==> src/rtl/dds_sweep_ctrl_pkg.sv <==
// Shared types and constants for the DDS frequency sweep controller.
// States, one-hot waveform codes and the reset-default waveform.
package dds_sweep_ctrl_pkg;

  typedef enum logic [2:0] {
    S_IDLE,
    S_LOAD,
    S_SETTLE,
    S_DWELL,
    S_PT_WAIT,
    S_STEP,
    S_DONE
  } state_e;

  localparam logic [3:0] WAVE_SIN = 4'b0001;
  localparam logic [3:0] WAVE_SQU = 4'b0010;
  localparam logic [3:0] WAVE_TRI = 4'b0100;
  localparam logic [3:0] WAVE_SAW = 4'b1000;
  localparam logic [3:0] WAVE_RST = WAVE_SIN;

endpackage

==> src/rtl/dds_sweep_step.sv <==
// Next sweep frequency: 33-bit step, clamp to stop, last-point detect.
// Carry/borrow out of bit 31 counts as passing the stop frequency.
module dds_sweep_step (
  input  logic [31:0] freq,
  input  logic [31:0] stop,
  input  logic [31:0] step,
  input  logic        up,
  output logic [31:0] next_freq,
  output logic        last
);

  logic [32:0] sum;
  logic        pass;

  always_comb begin
    if (up) begin
      sum  = {1'b0, freq} + {1'b0, step};
      pass = sum >= {1'b0, stop};
    end else begin
      sum  = {1'b0, freq} - {1'b0, step};
      pass = sum[32] || (sum[31:0] <= stop);
    end
    next_freq = pass ? stop : sum[31:0];
    last      = (freq == stop) || (step == '0);
  end

endmodule

==> src/rtl/dds_sweep_ctrl.sv <==
// DDS frequency sweep controller: settle, dwell, handshake, step.
// Optional DDS_SWEEP_REPEAT_EN adds repeat_i for continuous sweeping.
module dds_sweep_ctrl
  import dds_sweep_ctrl_pkg::*;
#(
  parameter int SETTLE_W = 16,
  parameter int DWELL_W  = 24,
  parameter int IDX_W    = 16
) (
  input  logic                sys_clk,
  input  logic                sys_rst,
  input  logic                start_i,
  input  logic                abort_i,
  input  logic [31:0]         start_freq_i,
  input  logic [31:0]         stop_freq_i,
  input  logic [31:0]         step_freq_i,
  input  logic [SETTLE_W-1:0] settle_cycles_i,
  input  logic [DWELL_W-1:0]  dwell_cycles_i,
  input  logic [3:0]          wave_sel_i,
  input  logic                pt_ready_i,
`ifdef DDS_SWEEP_REPEAT_EN
  input  logic                repeat_i,
`endif
  output logic [31:0]         freq_o,
  output logic [3:0]          wave_select_o,
  output logic                meas_en_o,
  output logic                pt_valid_o,
  output logic [IDX_W-1:0]    pt_idx_o,
  output logic                busy_o,
  output logic                done_o
);

  localparam int CNT_W =
    (DWELL_W > SETTLE_W) ? DWELL_W : SETTLE_W;

  state_e state_q, state_d;

  logic [CNT_W-1:0]    cnt_q, cnt_d;
  logic [CNT_W-1:0]    settle_ld, dwell_ld;
  logic [31:0]         start_q, stop_q, step_q;
  logic [SETTLE_W-1:0] settle_q;
  logic [DWELL_W-1:0]  dwell_q;
  logic [3:0]          wave_q;
  logic                up_q;
  logic                latch;
  logic                go_settle;
  logic [31:0]         freq_d;
  logic [3:0]          wave_d;
  logic [IDX_W-1:0]    idx_d;
  logic                busy_d;
  logic [31:0]         nxt_freq;
  logic                last_pt;
`ifdef DDS_SWEEP_REPEAT_EN
  logic                repeat_q;
`endif

  dds_sweep_step u_step (
    .freq      (freq_o),
    .stop      (stop_q),
    .step      (step_q),
    .up        (up_q),
    .next_freq (nxt_freq),
    .last      (last_pt)
  );

  assign settle_ld = CNT_W'(settle_q);
  assign dwell_ld  = (dwell_q == '0) ?
                     CNT_W'(1) : CNT_W'(dwell_q);

  always_comb begin
    state_d   = state_q;
    cnt_d     = cnt_q;
    freq_d    = freq_o;
    wave_d    = wave_select_o;
    idx_d     = pt_idx_o;
    latch     = 1'b0;
    go_settle = 1'b0;
    unique case (state_q)
      S_IDLE: begin
        if (start_i && !abort_i) begin
          state_d = S_LOAD;
          latch   = 1'b1;
        end
      end
      S_LOAD: begin
        freq_d    = start_q;
        wave_d    = wave_q;
        idx_d     = '0;
        go_settle = 1'b1;
      end
      S_SETTLE: begin
        if (cnt_q == CNT_W'(1)) begin
          state_d = S_DWELL;
          cnt_d   = dwell_ld;
        end else begin
          cnt_d = cnt_q - 1'b1;
        end
      end
      S_DWELL: begin
        if (cnt_q == CNT_W'(1)) begin
          state_d = S_PT_WAIT;
        end else begin
          cnt_d = cnt_q - 1'b1;
        end
      end
      S_PT_WAIT: begin
        if (pt_ready_i) begin
          state_d = S_STEP;
        end
      end
      S_STEP: begin
        if (last_pt) begin
          state_d = S_DONE;
        end else begin
          freq_d    = nxt_freq;
          idx_d     = (&pt_idx_o) ? pt_idx_o :
                      pt_idx_o + 1'b1;
          go_settle = 1'b1;
        end
      end
      S_DONE: begin
`ifdef DDS_SWEEP_REPEAT_EN
        state_d = repeat_q ? S_LOAD : S_IDLE;
`else
        state_d = S_IDLE;
`endif
      end
      default: state_d = S_IDLE;
    endcase

    // Zero settle time skips straight into the dwell window
    if (go_settle) begin
      if (settle_q == '0) begin
        state_d = S_DWELL;
        cnt_d   = dwell_ld;
      end else begin
        state_d = S_SETTLE;
        cnt_d   = settle_ld;
      end
    end

    if (abort_i && (state_q != S_IDLE)) begin
      state_d = S_IDLE;
      cnt_d   = cnt_q;
      freq_d  = freq_o;
      wave_d  = wave_select_o;
      idx_d   = pt_idx_o;
    end

`ifdef DDS_SWEEP_REPEAT_EN
    busy_d = (state_d != S_IDLE) &&
             !((state_d == S_DONE) && !repeat_q);
`else
    busy_d = (state_d != S_IDLE) &&
             (state_d != S_DONE);
`endif
  end

  always_ff @(posedge sys_clk) begin
    if (sys_rst) begin
      state_q       <= S_IDLE;
      cnt_q         <= '0;
      freq_o        <= '0;
      wave_select_o <= WAVE_RST;
      pt_idx_o      <= '0;
      busy_o        <= 1'b0;
      done_o        <= 1'b0;
      meas_en_o     <= 1'b0;
      pt_valid_o    <= 1'b0;
    end else begin
      state_q       <= state_d;
      cnt_q         <= cnt_d;
      freq_o        <= freq_d;
      wave_select_o <= wave_d;
      pt_idx_o      <= idx_d;
      busy_o        <= busy_d;
      done_o        <= (state_d == S_DONE);
      meas_en_o     <= (state_d == S_DWELL);
      pt_valid_o    <= (state_d == S_PT_WAIT);
    end
  end

  always_ff @(posedge sys_clk) begin
    if (sys_rst) begin
      start_q  <= '0;
      stop_q   <= '0;
      step_q   <= '0;
      settle_q <= '0;
      dwell_q  <= '0;
      wave_q   <= WAVE_RST;
      up_q     <= 1'b1;
`ifdef DDS_SWEEP_REPEAT_EN
      repeat_q <= 1'b0;
`endif
    end else if (latch) begin
      start_q  <= start_freq_i;
      stop_q   <= stop_freq_i;
      step_q   <= step_freq_i;
      settle_q <= settle_cycles_i;
      dwell_q  <= dwell_cycles_i;
      wave_q   <= wave_sel_i;
      up_q     <= (stop_freq_i >= start_freq_i);
`ifdef DDS_SWEEP_REPEAT_EN
      repeat_q <= repeat_i;
`endif
    end
  end

endmodule

==> config.mk <==
export PLATFORM = sky130hd
export DESIGN_NAME = dds_sweep_ctrl
export DESIGN_NICKNAME = d
export VERILOG_FILES = /design/src/rtl/dds_sweep_ctrl_pkg.sv /design/src/rtl/dds_sweep_step.sv /design/src/rtl/dds_sweep_ctrl.sv
export SDC_FILE = /design/constraint.sdc
export NUM_CORES = 1
export LEC_CHECK = 0
export ABC_AREA = 1
export CAP_MARGIN = 20
export CELL_PAD_IN_SITES_DETAIL_PLACEMENT = 0
export CELL_PAD_IN_SITES_GLOBAL_PLACEMENT = 1
export CORE_UTILIZATION = 44
export CTS_CLUSTER_DIAMETER = 100
export DETAILED_ROUTE_END_ITERATION = 8
export GPL_TIMING_DRIVEN = 1
export PLACE_DENSITY_LB_ADDON = 0.1
export REMOVE_ABC_BUFFERS = 1
export SETUP_SLACK_MARGIN = 0.5
export SYNTH_ARGS = -nofsm -noshare
export SYNTH_HDL_FRONTEND = slang
export SYNTH_SLANG_ARGS = --single-unit
==> constraint.sdc <==
create_clock -name sys_clk -period 7.9 [get_ports sys_clk]
set_clock_uncertainty 0.2 [all_clocks]
set_input_delay 1.58 -clock sys_clk [delete_from_list [all_inputs] [get_ports sys_clk]]
set_output_delay 1.58 -clock sys_clk [all_outputs]
set_load 0.005 [all_outputs]
==> reports/summary.json <==
{
  "cts": {
    "cts_max_path_buffers": 3,
    "number_of_clock_sinks_seen_by_cts": 224,
    "clock-root-buffer": "sky130_fd_sc_hd__clkbuf_16",
    "postCtsResizedCells": 0,
    "post_cts.repair.setup_buffers": 0,
    "clkTransAtPathRegs_ns": 0.07,
    "cts_tree": "yes",
    "clk_latency_ns": 0.59,
    "cts.htree.levels": 1,
    "post_cts_hold_buffer_count": 0,
    "numCtsBuffers": 28
  },
  "placement": {
    "finalWeightedCongestion": 0.9949,
    "hpwlAfterDp_um": 46000,
    "io_buffers": 200,
    "post-place-cells": 3158,
    "placed_instance_area_um2": 19090
  },
  "setup_path": {
    "crit_type": "reg2reg",
    "worst_setup_path_start_kind": "flip-flop",
    "cp-end-kind": "flip-flop",
    "critical_path_required_ns": 8.15,
    "critical_path_slowest_stage_cell": "sky130_fd_sc_hd__dfxtp_1",
    "timing.rr.start": "freq_o[3]$_SDFFE_PP0P_",
    "worst_path_largest_cell_delay_ns": 0.47,
    "worst_reg2reg_path_length_in_cells": 28,
    "worst-r2r-setup-slack_ns": 2.44,
    "cp.arrival_ns": 5.70,
    "worst-path-max-fanout": 33,
    "crit_path_frequent_cell": "sky130_fd_sc_hd__nand2_1",
    "critical_path.reg2reg.endpoint": "freq_o[26]$_SDFFE_PP0P_"
  },
  "sta": {
    "achievable-frequency_mhz": 183.2,
    "finalHoldViolations": 0,
    "totalNegativeSetupSlack_ns": 0,
    "setup_viol_count_final": 0,
    "min_period_ns": 5.458,
    "tightest_slew_ns": 1.046,
    "setup_repair_after_global_routing_missed_its_margin": "false",
    "slew-limit-headroom_pct": 29.54,
    "timing.hold.ws_ns": 0.2578,
    "post-route-period-util_pct": 69.09,
    "slew_viol_final": 0
  },
  "synthesis": {
    "synth-seq-cells": 224,
    "synth_largest_area_cell": "sky130_fd_sc_hd__dfxtp_1",
    "synth_largest_type_area_fraction_pct": 26.62,
    "synth_edf_count": 0,
    "ys.flop_type": "sky130_fd_sc_hd__dfxtp_1",
    "syn-cell-area_um2": 16840,
    "yosys.cell_types.count": 54,
    "synthesis.area_per_instance_um2": 6.603,
    "ys.warnings.count": 0,
    "synthArstFlopShare_pct": 0,
    "synth_area_leaders": "sky130_fd_sc_hd__dfxtp_1, sky130_fd_sc_hd__ha_1, sky130_fd_sc_hd__a21oi_1",
    "synth-seq-area-share_pct": 26.62,
    "synth_cells": 2551
  },
  "die": {
    "core_um2": 37670,
    "die_area_um2": 39070,
    "start_util_pct": 44.72,
    "ios": 201,
    "fp.dieW_um": 197.7,
    "rows": 71,
    "dieHeight_um": 197.7
  },
  "routing": {
    "vias_per_cell": 5.488,
    "detailedRoute.firstIterationViolations": 1317,
    "detail_route_antenna_nets": 0,
    "routedWlPerCell_um": 18.61,
    "drt_pre_antenna_iters": 6,
    "via_count": 17589,
    "remaining_drc_errors": 0,
    "totalWireLength_um": 59650
  },
  "hold_path": {
    "holdCritStartpoint": "start_q[6]$_SDFFE_PP0P_",
    "worstHoldPathCells": 2,
    "hold_path_class": "reg2reg",
    "hold-path-endpoint": "start_q[6]$_SDFFE_PP0P_"
  },
  "flow_run": {
    "maxCapViolCount": 0
  },
  "power": {
    "total_power_per_unit_cell_area_nw_per_um2": 217.7,
    "power.leakage_nw": 8.839,
    "max-vdd-ir-drop_mv": 0.1693
  },
  "final_layout": {
    "fillers": 3918,
    "final_area_um2": 20060,
    "multiInputGateArea_um2": 10630,
    "area_used_by_sequential_logic_in_the_layout_um2": 4484,
    "area_growth_pct": 19.07,
    "post-route-util_pct": 53.25,
    "drive_gt1_share_pct": 3.860,
    "antenna_cells_inserted": 0,
    "final-instance-count-excl-fill": 3205,
    "finish.net_count": 2987
  },
  "global_route": {
    "first_pass_grt_wire_length_um": 91220,
    "grt_antenna_before_repair": 0,
    "grt_start_max_net_pins": 245,
    "first_global_vias": 16432,
    "grtUsageTotal_pct": 30.06,
    "grt-ovfl-total": 0
  },
  "run_status": {
    "status": "finished, final reports clean"
  }
}
-- state kept, by name, indices dropped and copies added, names as in the netlist, 3 cells and up --
| signal | count |
|---|---|
| settle_q | 16 |
| step_q | 32 |
| cnt_q | 24 |
| pt_idx_o | 16 |
| freq_o | 32 |
| start_q | 32 |
| dwell_q | 24 |
| wave_select_o | 4 |
| stop_q | 32 |
| wave_q | 4 |
| state_q | 3 |
-- metal layers --
metal	track usage (%)	part of all wire [%]	wire length, um	vias to the layer above
met5	0	0	0	-
met4	11.23	3.6	2125	0
met3	4.627	7.4	4419	102
met2	48.11	44	26360	640
met1	40.56	45	26740	8104
li1	-	-	-	8743
-- through the flow --
step,setup WS (ns),total power [mW]
4_1_cts,2.525,4.370
6_report,2.442,4.366
5_1_grt,2.055,4.643
3_5_place_dp,2.565,2.984
3_3_place_gp,2.555,2.974
2_1_floorplan,-0.3778,2.442
-- cells by family after synthesis --
group | after synthesis | synth area share, %
adder cells (fa/ha/maj) | 165 | 12.34
XOR/XNOR | 84 | 4.368
buffers and inverters | 444 | 10.32
flip-flops | 224 | 26.62
AO/OA/AOI/OAI | 666 | 21.22
AND/OR/NAND/NOR | 968 | 25.12
-- worst max-delay path: cells and delay by family (launching register included) --
family | cells | cell delay [ns]
buffers and inverters | 3 | 0.64
AO/OA/AOI/OAI | 5 | 0.79
flip-flops | 1 | 0.47
AND/OR/NAND/NOR | 18 | 2.52
adder cells (fa/ha/maj) | 2 | 0.65
-- layout make-up --
class / count / share of cell area [%]
clock buffers: 32 / 3.668
inverters: 329 / 6.169
multi-input cells: 1883 / 53.02
well taps: 511 / 3.188
clock inverters: 15 / 1.173
repair buffers: 211 / 10.43
flip-flops and latches: 224 / 22.36
-- worst max path at each step --
| stage | startpoint | end | slack, ns |
|---|---|---|---|
| 6_report | freq_o[3]$_SDFFE_PP0P_ | freq_o[26]$_SDFFE_PP0P_ | 2.44 |
| 4_1_cts | freq_o[0]$_SDFFE_PP0P_ | freq_o[11]$_SDFFE_PP0P_ | 2.52 |
| 3_5_place_dp | freq_o[0]$_SDFFE_PP0P_ | freq_o[4]$_SDFFE_PP0P_ | 2.57 |
| 5_1_grt | freq_o[21]$_SDFFE_PP0P_ | freq_o[29]$_SDFFE_PP0P_ | 2.05 |
| 2_1_floorplan | start_i | pt_valid_o$_SDFF_PP0_ | -0.38 |
| 3_3_place_gp | freq_o[6]$_SDFFE_PP0P_ | freq_o[24]$_SDFFE_PP0P_ | 2.56 |
-- synth_stat cells (all sizes together), types with 10 or more instances --
| cell | instances |
|---|---|
| o21ai | 259 |
| nor2 | 223 |
| nand4 | 50 |
| nor3 | 42 |
| nand2 | 438 |
| a211oi | 10 |
| a21oi | 323 |
| nand3 | 171 |
| xor2 | 50 |
| o21a | 14 |
| ha | 163 |
| buf | 42 |
| dfxtp | 224 |
| xnor2 | 34 |
| and2 | 20 |
| inv | 329 |
| a21o | 10 |
| nor4 | 15 |
| a31oi | 13 |
| clkbuf | 73 |
-- where the power goes --
group	leakage [nW]	internal [mW]	switching [mW]
Clock	0.476	0.829	0.544
Sequential	1.83	1.24	0.0852
Combinational	6.53	0.588	1.08
Total	8.84	2.66	1.71
-- cells in the final DEF, fill, tap and decap left out, types with 50 or more instances in the layout --
master and count:
sky130_fd_sc_hd__a21oi_1 321, sky130_fd_sc_hd__clkdlybuf4s50_1 199, sky130_fd_sc_hd__dfxtp_1 224, sky130_fd_sc_hd__ha_1 163
sky130_fd_sc_hd__inv_1 318, sky130_fd_sc_hd__nand2_1 425, sky130_fd_sc_hd__nand3_1 164, sky130_fd_sc_hd__nand4_1 50
sky130_fd_sc_hd__nor2_1 220, sky130_fd_sc_hd__o21ai_0 246, sky130_fd_sc_hd__xor2_1 50
Power figures use the tool's default switching activity.
